**src/rtl/crossbar_sched_pkg.sv**
```systemverilog
// crossbar_sched_pkg
// Shared definitions for the 2x2 crossbar scheduler: per-source FSM state
// encoding, crossbar select values and sink indices.
// Optional build macro used by the scheduler files: CROSSBAR_SCHED_TIMEOUT_EN.
package crossbar_sched_pkg;

  typedef enum logic [1:0] {
    ST_IDLE  = 2'd0,
    ST_WAIT  = 2'd1,
    ST_GRANT = 2'd2
  } port_state_t;

  // Crossbar select: straight routes in1->out1/in2->out2, cross swaps them.
  localparam logic SEL_STRAIGHT = 1'b0;
  localparam logic SEL_CROSS    = 1'b1;

  // Sink indices as carried on the dst request bits.
  localparam logic SINK_OUT1 = 1'b0;
  localparam logic SINK_OUT2 = 1'b1;

endpackage

```
**src/rtl/crossbar_sched_port.sv**
```systemverilog
// crossbar_sched_port
// Per-source request FSM (IDLE -> WAIT -> GRANT -> IDLE), destination hold,
// and, when CROSSBAR_SCHED_TIMEOUT_EN is defined, the grant hold counter and
// timeout error pulse.
// Ports:
//   clk, rst         : clock, synchronous active-high reset
//   req, dst_in      : source request level and requested sink
//   done             : last-cycle strobe, honoured only in GRANT
//   win              : arbitration result from the top, valid while want is high
//   want             : source is waiting with its request still asserted
//   dst              : sink of interest (live request in WAIT, latched in GRANT)
//   gnt              : grant level
//   rel              : grant ends at the coming edge (done or timeout)
//   err              : registered one-cycle timeout pulse (0 when timeout disabled)
module crossbar_sched_port
  import crossbar_sched_pkg::*;
#(
  parameter int MAX_HOLD = 16,
  parameter int CNT_W    = 5
) (
  input  logic clk,
  input  logic rst,
  input  logic req,
  input  logic dst_in,
  input  logic done,
  input  logic win,
  output logic want,
  output logic dst,
  output logic gnt,
  output logic rel,
  output logic err
);

  port_state_t state;
  port_state_t state_next;
  logic        dst_hold;
  logic        timeout;

  // State register.
  always_ff @(posedge clk) begin
    if (rst) begin
      state <= ST_IDLE;
    end else begin
      state <= state_next;
    end
  end

  // Capture the requested sink on the grant edge so it stays fixed for the transfer.
  always_ff @(posedge clk) begin
    if (rst) begin
      dst_hold <= 1'b0;
    end else if ((state == ST_WAIT) && win) begin
      dst_hold <= dst_in;
    end
  end

`ifdef CROSSBAR_SCHED_TIMEOUT_EN
  logic [CNT_W-1:0] hold_cnt;
  logic             err_r;

  // Counts cycles spent in GRANT; reads 1 during the first grant cycle.
  always_ff @(posedge clk) begin
    if (rst) begin
      hold_cnt <= '0;
    end else if (state_next == ST_GRANT) begin
      hold_cnt <= hold_cnt + {{(CNT_W-1){1'b0}}, 1'b1};
    end else begin
      hold_cnt <= '0;
    end
  end

  // A done on the final cycle takes priority, so no error in that case.
  assign timeout = (state == ST_GRANT) && !done &&
                   (hold_cnt == CNT_W'(MAX_HOLD));

  // Error pulse lines up with gnt falling after a forced release.
  always_ff @(posedge clk) begin
    if (rst) begin
      err_r <= 1'b0;
    end else begin
      err_r <= timeout;
    end
  end

  assign err = err_r;
`else
  assign timeout = 1'b0;
  assign err     = 1'b0;
`endif

  // Next-state logic; req is ignored while granted.
  always_comb begin
    state_next = state;
    case (state)
      ST_IDLE:  if (req) state_next = ST_WAIT;
      ST_WAIT: begin
        if (!req)     state_next = ST_IDLE;
        else if (win) state_next = ST_GRANT;
      end
      ST_GRANT: if (done || timeout) state_next = ST_IDLE;
      default:  state_next = ST_IDLE;
    endcase
  end

  // Outputs decoded from the state register.
  always_comb begin
    want = (state == ST_WAIT) && req;
    gnt  = (state == ST_GRANT);
    dst  = gnt ? dst_hold : dst_in;
    rel  = gnt && (done || timeout);
  end

endmodule

```
**src/rtl/crossbar_scheduler.sv**
```systemverilog
// crossbar_scheduler
// Arbitration/sequencing controller for a 2x2 crossbar. Grants compatible
// requests concurrently, round-robins same-sink conflicts and holds the
// crossbar select stable while any grant is active.
// Optional feature: define CROSSBAR_SCHED_TIMEOUT_EN to force-release grants
// held for MAX_HOLD cycles and pulse err1/err2.
// Ports:
//   clk, rst         : clock, synchronous active-high reset
//   req1, req2       : source requests (level)
//   dst1, dst2       : requested sink, 0 = out1, 1 = out2
//   done1, done2     : last-cycle strobes
//   gnt1, gnt2       : grant levels
//   select           : crossbar select, 0 = straight, 1 = crossed
//   busy1, busy2     : out1/out2 occupied
//   err1, err2       : one-cycle timeout pulses
module crossbar_scheduler
  import crossbar_sched_pkg::*;
#(
  parameter int MAX_HOLD = 16,
  parameter int CNT_W    = 5
) (
  input  logic clk,
  input  logic rst,
  input  logic req1,
  input  logic req2,
  input  logic dst1,
  input  logic dst2,
  input  logic done1,
  input  logic done2,
  output logic gnt1,
  output logic gnt2,
  output logic select,
  output logic busy1,
  output logic busy2,
  output logic err1,
  output logic err2
);

  logic       want1, want2;
  logic       pdst1, pdst2;
  logic       win1, win2;
  logic       rel1, rel2;
  logic [1:0] busy_r;
  logic [1:0] rel_r;       // sink released on the previous edge
  logic       ptr_r;       // 0 = source 1 wins the next conflict
  logic       select_r;
  logic [1:0] free;
  logic [1:0] rel_now;
  logic [1:0] busy_next;
  logic       ptr_next;
  logic       select_next;

  crossbar_sched_port #(.MAX_HOLD(MAX_HOLD), .CNT_W(CNT_W)) u_port1 (
    .clk(clk), .rst(rst), .req(req1), .dst_in(dst1), .done(done1), .win(win1),
    .want(want1), .dst(pdst1), .gnt(gnt1), .rel(rel1), .err(err1)
  );

  crossbar_sched_port #(.MAX_HOLD(MAX_HOLD), .CNT_W(CNT_W)) u_port2 (
    .clk(clk), .rst(rst), .req(req2), .dst_in(dst2), .done(done2), .win(win2),
    .want(want2), .dst(pdst2), .gnt(gnt2), .rel(rel2), .err(err2)
  );

  // Arbitration and next values for busy, pointer and select. A sink held by
  // one source leaves only the other sink, which always matches the current
  // select, so select only moves when no grant is active.
  always_comb begin
    free        = ~busy_r & ~rel_r;
    win1        = 1'b0;
    win2        = 1'b0;
    ptr_next    = ptr_r;
    select_next = select_r;
    rel_now     = 2'b00;

    if (want1 && free[pdst1] && want2 && free[pdst2] && (pdst1 == pdst2)) begin
      win1     = !ptr_r;
      win2     = ptr_r;
      ptr_next = !ptr_r;
    end else begin
      win1 = want1 && free[pdst1];
      win2 = want2 && free[pdst2];
    end

    if (win1) begin
      select_next = pdst1;
    end else if (win2) begin
      select_next = pdst2 ? SEL_STRAIGHT : SEL_CROSS;
    end else begin
      select_next = select_r;
    end

    if (rel1) rel_now[pdst1] = 1'b1;
    if (rel2) rel_now[pdst2] = 1'b1;

    busy_next = busy_r & ~rel_now;
    if (win1) busy_next[pdst1] = 1'b1;
    if (win2) busy_next[pdst2] = 1'b1;
  end

  // Sink occupancy, release bubble, round-robin pointer and select registers.
  always_ff @(posedge clk) begin
    if (rst) begin
      busy_r   <= 2'b00;
      rel_r    <= 2'b00;
      ptr_r    <= 1'b0;
      select_r <= SEL_STRAIGHT;
    end else begin
      busy_r   <= busy_next;
      rel_r    <= rel_now;
      ptr_r    <= ptr_next;
      select_r <= select_next;
    end
  end

  assign busy1  = busy_r[SINK_OUT1];
  assign busy2  = busy_r[SINK_OUT2];
  assign select = select_r;

endmodule

```
**config.mk**
```make
export PLATFORM = sky130hd
export DESIGN_NAME = crossbar_scheduler
export DESIGN_NICKNAME = d
export VERILOG_FILES = /design/src/rtl/crossbar_sched_pkg.sv /design/src/rtl/crossbar_sched_port.sv /design/src/rtl/crossbar_scheduler.sv
export SDC_FILE = /design/constraint.sdc
export NUM_CORES = 1
export LEC_CHECK = 0
export ABC_AREA = 1
export CAP_MARGIN = 20
export CORE_MARGIN = 2
export CORE_UTILIZATION = 40
export CTS_CLUSTER_SIZE = 16
export DETAILED_ROUTE_END_ITERATION = 8
export PLACE_DENSITY_LB_ADDON = 0.08
export SKIP_CTS_REPAIR_TIMING = 1
export SLEW_MARGIN = 0
export SYNTH_ARGS = -nofsm -noshare
export SYNTH_HDL_FRONTEND = slang
export SYNTH_HIERARCHICAL = 1
export SYNTH_SLANG_ARGS = --single-unit
```
**constraint.sdc**
```tcl
create_clock -name clk -period 2.5 [get_ports clk]
set_input_delay 0.375 -clock clk [delete_from_list [all_inputs] [get_ports clk]]
set_output_delay 0.375 -clock clk [all_outputs]
set_load 0.02 [all_outputs]
```
# Word level (Yosys, flattened, before mapping)
# Index checks and enable logic that the tools add are counted.
# totals
reg_bits	12
latchBits	0
ram_bits	0
romBits	0
out_inout_bits	7
wordCells	79
mem_count	0
# classes
n_addsub	0
n_mul	0
n_div	0
n_lt_le_gt_ge	4
n_eq_ne	11
n_shift	0
muxes	29
bitwise_logic	8
reduce_logical	19
# ops
cell	n
2-bit two-way mux	12
1-bit logical AND	13
1-bit two-way mux	13
2-bit case mux with 3 select lines	2
2-bit inequality test (second input constant)	4
3-bit by 2-bit inequality test with 1-bit output (second input constant)	2
2-bit NOT	3
2-bit bitwise OR	3
3-bit AND reduction	2
2-bit bitwise AND	2
2-bit by 1-bit equality test with 1-bit output (second input constant)	2
2-bit equality test (second input constant)	2
2-bit zero test	2
1-bit by 2-bit < comparator with 1-bit output (second input constant)	2
1-bit demux with 1-bit select	2
1-bit greater-or-equal comparator (second input constant)	2
2-bit nonzero test	1
1-bit equality test	1
1-bit zero test	1

# Depth between registers and ports, before layout
# depth
depth_word	15
mapped_depth	16
ltp_nobuf	16

# Modules after synthesis
# The synthesis kept the hierarchy.
# by_module_without_submodules
module	n_inst	cells_each	area_each_um2
crossbar_sched_port	2	32	191.4
crossbar_scheduler	1	56	345.3

# Worst setup path before layout
# OpenSTA, ideal clock, no wires.
# synth_timing
path_type	reg-to-reg
from	register u_port1.state[1]
to	register u_port1.dst_hold
setup_ns	0.119
arrival_time_ns	2.027
path_slack_ns	0.354
path_stages_with_launch	12
path_buffers	0
synth_period_minus_slack_ns	2.146
path_cell_list	dfxtp_1 -> inv_2 -> nor2_1 -> inv_1 -> o21ai_1 -> inv_2 -> o21ai_2 -> nand3_1 -> a31oi_1 -> nand3_1 -> o21ai_0 -> a21oi_1
# synth_via
elab_chain_len	10
# synth_lines
item	line_no	source
from (decl)	crossbar_sched_port.sv:34	port_state_t state;
from (signal assigned)	crossbar_sched_port.sv:44	state <= state_next;
2-bit equality test *	crossbar_sched_port.sv:108	gnt = (state == ST_GRANT);
named net gnt1	crossbar_scheduler.sv:30	output logic gnt1,
1-bit two-way mux *	crossbar_sched_port.sv:109	dst = gnt ? dst_hold : dst_in;
named net pdst1	crossbar_scheduler.sv:40	logic pdst1, pdst2;
1-bit two-way mux (implied by the code) (2 in a row)	crossbar_scheduler.sv:74, crossbar_scheduler.sv:79	
1-bit logical AND	crossbar_scheduler.sv:74, crossbar_scheduler.sv:79	
1-bit logical AND (3 in a row)	crossbar_scheduler.sv:74	if (want1 && free[pdst1] && want2 && free[pdst2] && (pdst1 == pdst2)) begin
1-bit two-way mux *	crossbar_scheduler.sv:74	
named net win1	crossbar_scheduler.sv:41	logic win1, win2;
1-bit logical AND *	crossbar_sched_port.sv:52	end else if ((state == ST_WAIT) && win) begin
to (signal assigned)	crossbar_sched_port.sv:53	dst_hold <= dst_in;
to (decl)	crossbar_sched_port.sv:36	logic dst_hold;
# Mark *: on every way through the listed nets, which the timed path passes. The rest lies on a longest branch. The select of a mux whose other input is x is not followed.
# A chain may end at the register's enable or synchronous reset.

# Worst setup path after layout
# layout_timing
from	register u_port2.state[1]
to	register u_port1.dst_hold
# layout_via
elab_chain_len	8
# layout_lines
item	line_no
from (decl)	crossbar_sched_port.sv:34
from (signal assigned)	crossbar_sched_port.sv:44
2-bit equality test *	crossbar_sched_port.sv:108
1-bit two-way mux *	crossbar_sched_port.sv:109
named net pdst2	crossbar_scheduler.sv:40
1-bit two-way mux (implied by the code) (2 in a row)	crossbar_scheduler.sv:74
1-bit logical AND	crossbar_scheduler.sv:74
1-bit logical AND *	crossbar_scheduler.sv:74
1-bit two-way mux *	crossbar_scheduler.sv:74
named net win1	crossbar_scheduler.sv:41
1-bit logical AND *	crossbar_sched_port.sv:52
# Marked as above.

==> parameters.txt <==
Parameter                              Value

Outcome
  Run status ... completed

Die
  Boundary Pins ... 15
  Die Span Y ... approximately 47 um
  Number of core rows ... 15
  Die area ... 2180 um2
  Initial standard-cell utilization of the core ... 0.422
  Core outline area ... 1730 um2
  Die X-Extent ... approximately 47 um

Logic synthesis
  Sequential element share of the synthesized area ... 0.330
  Distinct cells, synth ... 19
  Number of synthesized register bits ... 12
  Net Count, Synth ... ~130
  Post-Synthesis Mean Instance Area ... just over 6 um2
  Main area contributors after synthesis ... dfxtp_1, nor2_1, inv_1, nand3_1, nand2_1
  Cell count after synthesis ... 120
  Synthesis Warnings ... 6
  Synth top area share ... 0.330
  Mapped cell area ... approximately 730 um2
  Largest area contributor in the netlist ... dfxtp_1

Setup path
  Most used cell, CP ... o21ai_1
  Start point of the critical path ... u_port2/state[1]
  Launching point of the worst reg2reg path ... u_port2/state[1]
  Critical path type ... register to register
  Minimum setup slack among reg-to-reg paths ... about 0.39 ns
  Worst EP arrival ... 2.29 ns
  Max FO, Critical Path ... 6
  Critical Path Source Type ... register
  Slowest cell on the critical path ... dfxtp_1
  Total buffers and inverters traversed by the critical path ... 2
  Element type at the critical path end ... register
  Delay of the slowest critical-path stage ... 0.39 ns
  Worst Path Required ... 2.68 ns
  Cell breakdown of the critical path ... inv_2 -> nor2_1 -> inv_1 -> o21ai_1 -> o21ai_1 -> nand2_1 -> nor2_2 -> a31oi_1 -> nand3_1 -> o21ai_0 -> a21oi_1
  Cell class contributing the biggest share of worst-path delay ... compound AO/OA/AOI/OAI gates

Power and ir drop
  Worst supply voltage drop on vdd ... 0.000310 V
  Share of total power consumed by net switching ... 0.314
  Power spent charging and discharging nets ... 0.159 mW
  Leakage power summed over all cells ... 0.417 nW
  Clock power frac ... 0.307
  Internal power of the cells ... 0.348 mW
  Combinational share of power ... 0.263
  Reg power frac ... 0.430
  Tot Pwr ... around 0.51 mW
  Pwr per Cell Area ... 563 nW/um2

Layout
  Synthesis-to-layout area growth ... 23.7%
  Footprint of the flip-flops and latches ... 240 um2
  Number of antenna cells inserted ... 0
  Total area of multi-input combinational cells ... 368 um2
  Final non-filler cell total ... 159
  Most frequent cells in the layout ... nor2_1, inv_1, nand2_1
  Final core utilization ... 0.522
  Number of fill cells ... 191
  Number of nets in the layout ... 143
  Layout cells sized above 1 ... 0.127
  Leading cell type in the layout, fill and taps excluded ... nor2_1

Global route
  Initial antenna violation count ... 0
  Number of global-route vias before repair ... 611
  Pin count of the biggest net entering global routing ... 11
  Total track usage ... 0.164
  Remaining global-route overflow ... 0
  First-pass GRT wire length ... about 2.4 mm

STA
  Final critical path time including I/O delays and setup ... 2.11 ns
  Hold Vio Cnt, Final ... 0
  Fraction of the cycle the final worst path needs ... 0.844
  Total negative slack for setup checks ... 0 ns
  Top achievable clock speed ... 0.474 GHz
  Setup Skew ... 0.00163 ns
  Setup repair after global routing missed its margin ... false
  Final-report setup violation count ... 0
  Final slew viol count ... 0

Worst hold path
  Startpoint of the tightest hold check path ... u_port2/dst_hold
  Hold WC Path Type ... register to register

Detailed routing
  Detail Route Antenna Nets ... 0
  DRT Wirelength ... around 1.5 mm
  Drt pass-1 iters ... 4
  First-iteration detailed-routing DRC count ... 9
  Via count ... ~730
  Wire length per cell after detailed routing ... 9.17 um
  Drt drc ... 0
  Routed vias/inst ... 4.58

Clocking
  Number of H-tree branching levels ... 1
  Library cell used as clock root buffer ... clkbuf_4
  Maximum clock insertion buffer count ... 2
  Clock-pin slew on the worst setup and hold paths ... 0.07 ns
  TritonCTS buffer count ... 3
  TritonCTS clock tree ... built
  Clock Sinks ... 12
  Source-to-sink clock delay at the later pin of the worst-skew pair ... 0.28 ns

Place
  Final HPWL DP ... 1.15 mm
  Port Buffer Count ... 12
  Placed Cells ... 155
  Global placement routability congestion ... just over 0.9

Flow run
  Max cap viols ... 0
## registers in the layout, summed over array words and instances, names as in the netlist
| name | flops |
|---|---|
| select | 1 |
| u_port2/state | 2 |
| busy_r | 2 |
| u_port1/dst_hold | 1 |
| u_port1/state | 2 |
| ptr_r | 1 |
| u_port2/dst_hold | 1 |
| rel_r | 2 |
## kinds of logic after synthesis
group                     Yosys count  share of synthesized area
AOI/OAI and AO/OA                  17                      0.127
xor gates and xnor gates            1                     0.0120
buffers and inverters              30                      0.165
DFF                                12                      0.330
other                               2                     0.0103
and+or+nand+nor                    58                      0.356
## final timing paths
kind,to,cells past startpoint
worst min register to register,u_port2/dst_hold,2
worst max register to register,u_port1/dst_hold,11
worst max-delay path,u_port1/dst_hold,11
worst min-delay path,u_port2/dst_hold,2
## synth_stat cells (all sizes together)
cell type,n
inv,28
nor2,27
nand2,14
nand3,14
dfxtp,12
o21ai,9
a21oi,5
buf,2
conb,2
nor3,2
o22ai,2
a31oi,1
nor3b,1
xnor2,1
## power by group through the flow
stage,logic [mW],registers (mW),clock network [mW]
after global routing,0.150,0.220,0.175
after CTS,0.133,0.218,0.165
final,0.133,0.218,0.156
after floorplan,0.0887,0.225,0
after detailed placement,0.133,0.223,0
after global placement,0.132,0.223,0
## cell type report
class                   instances  share of cell area
repair buffers                 12               0.133
well taps                      25              0.0347
inverters                      28               0.117
clock buffers                   4              0.0403
flip-flops and latches         12               0.267
multi-input cells              78               0.408
## worst reg2reg max path: cells and delay by family, from the launching register on
kind | cells | cell delay (ns)
AND/OR/NAND/NOR | 4 | 0.42
buffers and inverters | 2 | 0.16
flip-flops | 1 | 0.39
AO/OA/AOI/OAI | 5 | 1.03
## metrics by stage
| step | area, um2 | setup slack [ns] | hold slack (ns) |
|---|---|---|---|
| floorplan | 728 | 0.354 | 0.429 |
| global placement | 865 | 0.302 | 0.445 |
| detailed placement | 865 | 0.245 | 0.448 |
| CTS | 901 | 0.387 | 0.461 |
| global route | 901 | 0.123 | 0.484 |
| finish | 901 | 0.390 | 0.456 |
## routing by layer
layer / global-route usage / routed length (um) / vias to the layer above
met2: 0.258 / 639 / 20
met1: 0.182 / 685 / 306
met5: 0 / 0 / -
li1: - / - / 398
met3: 0.0706 / 94 / 5
met4: 0.100 / 38 / 0
Note: power is estimated with default switching activity, not from simulation.
